$ cat config.mk
export PLATFORM = sky130hd
export DESIGN_NAME = pattern_gen_multi
export DESIGN_NICKNAME = d
export VERILOG_FILES = /design/src/rtl/pattern_gen_multi.sv
export SDC_FILE = /design/constraint.sdc
export NUM_CORES = 1
export LEC_CHECK = 0
export ABC_AREA = 1
export CAP_MARGIN = 15
export CORE_UTILIZATION = 45
export DETAILED_ROUTE_END_ITERATION = 8
export GPL_ROUTABILITY_DRIVEN = 1
export PLACE_DENSITY_LB_ADDON = 0.05
export SETUP_SLACK_MARGIN = 0.5
export SLEW_MARGIN = 20
export SYNTH_ARGS = -nofsm -noshare
export SYNTH_HDL_FRONTEND = slang
export SYNTH_SLANG_ARGS = --single-unit
$ cat constraint.sdc
create_clock -name i_Clk -period 2.4 [get_ports i_Clk]
set_input_delay 0.48 -clock i_Clk [delete_from_list [all_inputs] [get_ports i_Clk]]
set_output_delay 0.48 -clock i_Clk [all_outputs]
set_load 0.02 [all_outputs]
$ cat src/rtl/pattern_gen_multi.sv
// Multi-mode pattern generator: repaints a 1-bit framebuffer one pixel per clock and
// presents it as MAX7219 row-register command words for every 8x8 device.

package max7219_types;
   localparam logic [3:0] HDR = 4'h0;

   // Digit registers 1..8 hold display rows 0..7.
   function automatic logic [3:0] regRow(input int k);
      return 4'(k + 1);
   endfunction
endpackage

module pattern_gen_multi #(
   parameter int          DISP_ROWS    = 1,
   parameter int          DISP_COLUMNS = 1,
   parameter int          FRAME_DIV    = 1000000,
   parameter logic [15:0] LFSR_SEED    = 16'hACE1
) (
   input  logic        i_Clk,
   input  logic        i_Rst_n,
   input  logic [1:0]  i_Mode,
   input  logic        i_Hold,
   output logic        o_Busy,
   output logic        o_Frame_Done,
   output logic [15:0] o_Frame_Count,
   output logic [0:7][DISP_ROWS-1:0][DISP_COLUMNS-1:0][15:0] o_MAX7219_DataStream
);
   import max7219_types::*;

   localparam int W  = DISP_COLUMNS * 8;
   localparam int H  = DISP_ROWS * 8;
   localparam int XI = $clog2(W);
   localparam int YI = $clog2(H);
   localparam int XW = XI + 1;
   localparam int YW = YI + 1;
   localparam int CW = $clog2(FRAME_DIV + 1);

   localparam logic [XW-1:0] X_LAST  = XW'(W - 1);
   localparam logic [YW-1:0] Y_LAST  = YW'(H - 1);
   localparam logic [CW-1:0] CNT_END = CW'(FRAME_DIV - 1);

   typedef enum logic [1:0] {
      IDLE   = 2'd0,
      UPDATE = 2'd1,
      DONE   = 2'd2,
      WAIT   = 2'd3
   } state_t;

   typedef enum logic [1:0] {
      MODE_CLEAR   = 2'd0,
      MODE_CHECKER = 2'd1,
      MODE_RANDOM  = 2'd2,
      MODE_SCROLL  = 2'd3
   } mode_t;

   state_t                state_q, state_d;
   mode_t                 mode_q, mode_d;
   logic [XW-1:0]         x_q, x_d;
   logic [YW-1:0]         y_q, y_d;
   logic                  phase_q, phase_d;
   logic [15:0]           lfsr_q, lfsr_d;
   logic [CW-1:0]         cnt_q, cnt_d;
   logic [15:0]           count_q, count_d;
   logic [H-1:0][W-1:0]   fb_q, fb_d;

   logic [XI-1:0] xIdx;
   logic [YI-1:0] yIdx;
   logic [XW-1:0] xPlus;
   logic [XI-1:0] xNext;
   logic          lastX;
   logic          lastY;
   logic [15:0]   lfsrNext;
   logic          pixel;

   assign xIdx     = x_q[XI-1:0];
   assign yIdx     = y_q[YI-1:0];
   assign xPlus    = x_q + XW'(1);
   assign xNext    = xPlus[XI-1:0];
   assign lastX    = (x_q == X_LAST);
   assign lastY    = (y_q == Y_LAST);
   assign lfsrNext = {lfsr_q[0] ^ lfsr_q[2] ^ lfsr_q[3] ^ lfsr_q[5], lfsr_q[15:1]};

   // Pixel value for the current raster position; SCROLL reads the right-hand
   // neighbour, which has not yet been rewritten in this frame.
   always_comb begin
      pixel = 1'b0;
      case (mode_q)
         MODE_CHECKER: pixel = x_q[0] ^ y_q[0] ^ phase_q;
         MODE_RANDOM:  pixel = lfsr_q[0];
         MODE_SCROLL:  pixel = lastX ? lfsr_q[0] : fb_q[yIdx][xNext];
         default:      pixel = 1'b0;
      endcase
   end

   always_comb begin
      state_d = state_q;
      mode_d  = mode_q;
      x_d     = x_q;
      y_d     = y_q;
      phase_d = phase_q;
      lfsr_d  = lfsr_q;
      cnt_d   = cnt_q;
      count_d = count_q;
      fb_d    = fb_q;

      case (state_q)
         IDLE: begin
            mode_d  = mode_t'(i_Mode);
            state_d = UPDATE;
         end
         UPDATE: begin
            fb_d[yIdx][xIdx] = pixel;
            if (mode_q == MODE_RANDOM || mode_q == MODE_SCROLL) begin
               lfsr_d = lfsrNext;
            end
            if (lastX) begin
               x_d = '0;
               if (lastY) begin
                  state_d = DONE;
               end else begin
                  y_d = y_q + YW'(1);
               end
            end else begin
               x_d = xPlus;
            end
         end
         DONE: begin
            count_d = count_q + 16'd1;
            phase_d = ~phase_q;
            x_d     = '0;
            y_d     = '0;
            cnt_d   = '0;
            state_d = WAIT;
         end
         WAIT: begin
            // The counter parks at its final value while the image is held.
            if (cnt_q == CNT_END) begin
               if (!i_Hold) begin
                  mode_d  = mode_t'(i_Mode);
                  state_d = UPDATE;
               end
            end else begin
               cnt_d = cnt_q + CW'(1);
            end
         end
         default: state_d = IDLE;
      endcase
   end

   always_ff @(posedge i_Clk or negedge i_Rst_n) begin
      if (!i_Rst_n) begin
         state_q <= IDLE;
         mode_q  <= MODE_CLEAR;
         x_q     <= '0;
         y_q     <= '0;
         phase_q <= 1'b0;
         lfsr_q  <= LFSR_SEED;
         cnt_q   <= '0;
         count_q <= '0;
         fb_q    <= '0;
      end else begin
         state_q <= state_d;
         mode_q  <= mode_d;
         x_q     <= x_d;
         y_q     <= y_d;
         phase_q <= phase_d;
         lfsr_q  <= lfsr_d;
         cnt_q   <= cnt_d;
         count_q <= count_d;
         fb_q    <= fb_d;
      end
   end

   // Device (r,c) row k takes its data byte from framebuffer row r*8+k, leftmost column in bit 0.
   always_comb begin
      o_MAX7219_DataStream = '0;
      for (int k = 0; k < 8; k++) begin
         for (int r = 0; r < DISP_ROWS; r++) begin
            for (int c = 0; c < DISP_COLUMNS; c++) begin
               o_MAX7219_DataStream[k][r][c] = {HDR, regRow(k), fb_q[r*8+k][c*8 +: 8]};
            end
         end
      end
   end

   assign o_Busy        = (state_q == UPDATE);
   assign o_Frame_Done  = (state_q == DONE);
   assign o_Frame_Count = count_q;

endmodule

Word-level counts from Yosys, hierarchy flattened

Index checks and enable logic that the tools add are counted.

Bits in registers: 129
Output and inout bits: 146
Logic and storage cells: 84

Add/subtract/negate cells: 4
Order comparisons: 5
Equal/unequal tests: 15
Mux-type cells: 26
Bitwise operators: 6
Reduce and logical (&&, ||, !) cells: 12

Operators by type and width:

| cell                  | count |
|---|---|
| $bwmux 64             | 1 |
| $pmux 20 s2           | 1 |
| $bmux 8 s3            | 1 |
| $demux 8 s3           | 1 |
| $add 20x1->20 const B | 1 |
| $eq 20x20->1 const B  | 1 |
| $mux 20               | 1 |
| $add 16x1->16 const B | 1 |
| $mux 8                | 2 |
| $pmux 4 s2            | 2 |
| $lt 3x4->1 const B    | 3 |
| $mux 2                | 6 |
| $mux 4                | 3 |
| $add 4x1->4 const B   | 2 |
| $eq 2x2->1 const B    | 4 |
| $eq 4x3->1 const B    | 2 |
| $ne 2x2->1 const B    | 4 |
| $pmux 2 s4            | 1 |
| $ge 3x1->1 const B    | 2 |
| $reduce_and 3->1      | 2 |
| $reduce_bool 2->1     | 3 |
| $xor 1x1->1           | 5 |
| $eq 2x1->1 const B    | 2 |
| $ne 2x1->1 const B    | 2 |
| 11 further kinds      | 15 |

Logic depth before layout (Yosys ltp)

Word-level depth: 7
Depth in mapped cells: 18

Worst setup path after synthesis

No wires, ideal clock.

Kind: reg-to-reg
From: reg state_q[0]
To: reg cnt_q[15]
Arrival: 2.068 ns
Data required time: 2.269 ns
Path slack: 0.201 ns
Stages on the path, launching flop included: 12
Buffers on the path: 1
Cell sequence: dfrtp_1 inv_1 ha_1 inv_1 nor2_1 inv_1 nand2_1 buf_2 nand4_1 nor2_1 xor2_1 nor2_1

Longest elaborated chain between the ends: 3
Elaborated cells on any way between the ends: 6
Classes of those cells: eq/ne (3); mux (1); reduce/logical (2)

RTL lines:

| element                     | line | RTL |
|---|---|---|
| from (decl)                 | 56   | `state_t state_q, state_d;` |
| from (signal assigned)      | 162  | `state_q <= state_d;` |
| $eq 2x2->1 (*)              | n/a  |  |
| via o_Frame_Done            | 24   | `output logic o_Frame_Done,` |
| $reduce_bool 2->1 (no line) | n/a  |  |
| $reduce_and 2->1 (no line)  | n/a  |  |
| to (signal assigned)        | 168  | `cnt_q <= cnt_d;` |
| to (decl)                   | 62   | `logic [CW-1:0] cnt_q, cnt_d;` |

Mark *: on every way through the listed nets, which the timed path passes. The rest lies on a longest branch.
A chain may end at the register's enable or synchronous reset.

Worst setup path after layout

From: reg y_q[2]
To: reg fb_q, in the netlist o_MAX7219_DataStream[101]

Longest elaborated chain between the ends: 7
Elaborated cells on any way between the ends: 12
Classes of those cells: order compare (2); mux (9); reduce/logical (1)

RTL lines:

| element                      | line | RTL |
|---|---|---|
| from (decl)                  | 59   | `logic [YW-1:0] y_q, y_d;` |
| from (signal assigned)       | 165  | `y_q <= y_d;` |
| $bmux 8 s3                   | 90   | `MODE_SCROLL: pixel = lastX ? lfsr_q[0] : fb_q[yIdx][xNext];` |
| $mux 8 (implied by the code) | 90   |  |
| $bmux 1 s3                   | 90   |  |
| $mux 1 (implied by the code) | 90   |  |
| $mux 1                       | 90   |  |
| $pmux 1 s3                   | 87   | `case (mode_q)` |
| $bwmux 64 (*)                | 112  | `fb_d[yIdx][xIdx] = pixel;` |
| to (signal assigned)         | 160  | `fb_q <= '0;` |
| to (signal assigned)         | 170  | `fb_q <= fb_d;` |
| to (decl)                    | 64   | `logic [H-1:0][W-1:0] fb_q, fb_d;` |

Mark *: on every way between the ends. The rest lies on a longest branch, timed or not. The select of a mux whose other input is x is not followed.

==> results.toml <==
[timing]
finalCritPeriodShare_pct = 89.3
rsz0062_at_grt = "yes"
finalMaxSlewViolations = 0
fmax_mhz = 467
setup-violations-final = 0
tightestPinTransition_ns = 0.543
finalCriticalPeriod_ns = 2.14
skew_ns = 0.00767
finalHoldViolations = 0
finalWorstSetupSlack_ns = 0.257
setup_tns_ns = 0
maxSlewHeadroom_pct = 63.7

[worst_setup_path]
reg2reg_slack_ns = 0.26
cp.depth = 16
max_stage_delay_ns = 0.48
cp_slowest_cell = "dfrtp_2"
crit_path_max_fanout = 7
path_delay_family = "simple AND/OR/NAND/NOR gates"
crit_chain = "clkinvlp_4, buf_12, nand4_1, nand2_1, nor2_1, nand3_1, nand3_1, nand3_1, nand2_1, nand2_2, nand2_2, nand3_4, buf_12, clkbuf_16, nand2_2, nand2_1"
r2r_cells = 16
crit_path_start_kind = "flop"
worst_ep_required_time_ns = 2.71
crit-reg2reg-launch = "y_q[2]"
crit_type = "flop to flop"
arrival_ns = 2.45
r2r-end = "o_MAX7219_DataStream[101]"
cp-startpoint = "y_q[2]"
cp_num_buf_inv = 4
endpoint = "o_MAX7219_DataStream[101]"
endpoint_kind = "flop"

[logic_synthesis]
syn_area_per_cell_sq_um = 7.46
async_flop_share_pct = 100
synthCells = 981
ys_seq_area_share_pct = 44.3
synth-edff-count = 0
ys_ff_latch = 129
yosys_warnings = 0
synthFlopType = "dfrtp_1"
netlist_area_sq_mm = 0.00732
yosysUniqueCellTypes = 36

[placement]
routabilityCongestion = 0.851
portBuffers = 86
place_ws_ns = 0.190
dp.cells = 1269
dp_hpwl_microns = 12400

[finish]
insertedDiodeCount = 0
stdcell_count = 1331
nets = 1116
fillCellCount = 1471
layout-drive-gt1-share_pct = 15.5
final_core_util_pct = 59.7
area_delta_synth_final_pct = 29.7

[pwr]
total_power_uw = 5510
peakVddDrop_mv = 0.506
leakagePower_uw = 0.00519
p_per_area_mw_per_mm2 = 581

[floorplan]
row_count = 46
io_pins = 151
coreArea_sq_mm = 0.0159
chipHeight_microns = 130
initial_core_util_pct = 46.1
die_area_sq_mm = 0.0168
die_x_microns = 130

[global_route]
grtUsageTotal_pct = 23.2
grt.overflow.total = 0
antenna_found_initial = 0
grt_pass1_wl_microns = 29900
grt_max_degree = 53
grt_pass1_vias = 5760

[drt]
wire_per_inst_microns = 14.1
via_count = 6538
drt_pass1_iterations = 5
ant_nets = 0
drtIter0Drc = 492
avgViaCountPerCell = 4.91
drc_errors = 0
routed_wl_microns = 18700

[status]
status = "finished, final reports clean"

[min_path]
hp-class = "flop to flop"
whs_path_depth = 1

[clock_network]
cts-root-buf = "clkbuf_16"
numCtsBuffers = 17
insertion_delay_ns = 0.42
h-tree-depth = 4
cts.sinks = 129
path_clk_slew_ns = 0.06
cts_tree = "yes"
clock_path_buffers = 2

[flow_run]
cap_violations = 0
-- worst min-delay path by stage --
stage	startpoint	slack [ns]	end
after detailed placement	i_Rst_n	0.45	cnt_q[18]
after global routing	lfsr_q[10]	0.49	lfsr_q[10]
after floorplan	i_Rst_n	0.18	cnt_q[0]
after CTS	lfsr_q[6]	0.48	lfsr_q[6]
after global placement	i_Rst_n	0.44	cnt_q[18]
final	o_Frame_Count[15]	0.46	o_Frame_Count[15]
-- repair_timing --
item / 4_1_cts / 5_1_grt
gates cloned: 2 / 1
resized for setup: 102 / 80
pin swaps: 4 / 20
setup endpoints to repair: 136 / 109
hold endpoints to repair: 9 / 0
buffers inserted: 10 / 16
hold buffers: 1 / 0
-- routing by layer --
| layer | wire length (microns) | track usage [%] | vias up |
|---|---|---|---|
| li1 | - | - | 3226 |
| met1 | 8730 | 33.0 | 3068 |
| met2 | 8740 | 35.9 | 221 |
| met3 | 1030 | 5.00 | 23 |
| met4 | 223 | 6.22 | 0 |
| met5 | 0 | 0 | - |
-- synth_stat cells, drive strengths merged, types with 9 or more instances --
library cell	instances	area (sq um)
nand4	29	181
nand3	43	228
a21oi	24	120
buf	86	616
xnor2	10	87.6
xor2	18	158
inv	80	300
clkbuf	21	78.8
ha	9	113
dfrtp	121	3030
nor3	19	95.1
nand2	287	1080
nor2	123	472
o21ai	82	410
-- sequential cells by signal, summed over array words and instances, names as in the netlist --
signal                cells
state_q                   2
o_MAX7219_DataStream     64
lfsr_q                   16
mode_q                    2
y_q                       4
x_q                       4
cnt_q                    20
o_Frame_Count            16
phase_q                   1
-- kinds of logic after synthesis --
kind of cell / Yosys count / synth area share (%)
buf+inv: 188 / 13.6
fa+ha+maj: 9 / 1.54
flops: 129 / 44.3
xor+xnor: 28 / 3.35
other cells: 2 / 0.103
compound gates: 115 / 8.07
simple gates: 508 / 28.7
mux: 2 / 0.274
-- where the power goes --
group | switching, uW | leakage, uW | internal, uW
Clock | 957 | 0.000286 | 1630
Sequential | 78.7 | 0.00169 | 2310
Combinational | 354 | 0.00321 | 182
Total | 1390 | 0.00519 | 4120
-- worst register-to-register path, delay by kind of cell, from the launching register on --
family                 cells  cell delay [ns]
AND/OR/NAND/NOR           12             0.87
flip-flops                 1             0.48
buffers and inverters      4             0.69
-- cell type report --
| cell class | instances | area [sq um] | share of cell area (%) |
|---|---|---|---|
| clock buffer | 22 | 444 | 4.68 |
| tap | 216 | 270 | 2.85 |
| sequential | 129 | 3240 | 34.2 |
| multi-input combinational | 726 | 3570 | 37.6 |
| timing repair buffer | 147 | 1510 | 15.9 |
| clock inverter | 10 | 136 | 1.44 |
| inverter | 81 | 310 | 3.27 |
-- through the flow --
stage	hold WS (ns)	cell area, sq um
floorplan	0.184	7580
global placement	0.443	8310
detailed placement	0.447	8310
CTS	0.477	9100
global route	0.488	9490
finish	0.463	9490
-- layout by cell type (no fill, tap or decap), types with 4 or more instances in the layout --
master | netlist | layout
a21oi_1 | 24 | 24
buf_12 | 0 | 9
buf_4 | 72 | 39
buf_6 | 1 | 8
clkbuf_1 | 21 | 5
clkbuf_16 | 0 | 18
clkinv_2 | 0 | 4
conb_1 | 2 | 64
dfrtp_1 | 121 | 119
dfstp_2 | 8 | 8
dlygate4sd2_1 | 0 | 58
dlymetal6s2s_1 | 0 | 22
ha_1 | 9 | 6
inv_1 | 78 | 72
inv_2 | 2 | 6
nand2_1 | 286 | 255
nand2_2 | 1 | 29
nand3_1 | 42 | 31
nand3_2 | 0 | 11
nand4_1 | 29 | 29
nor2_1 | 121 | 111
nor2_2 | 1 | 9
nor3_1 | 19 | 15
o21ai_0 | 81 | 80
xnor2_1 | 10 | 10
xor2_1 | 18 | 18
(Power assumes the default switching activity.)
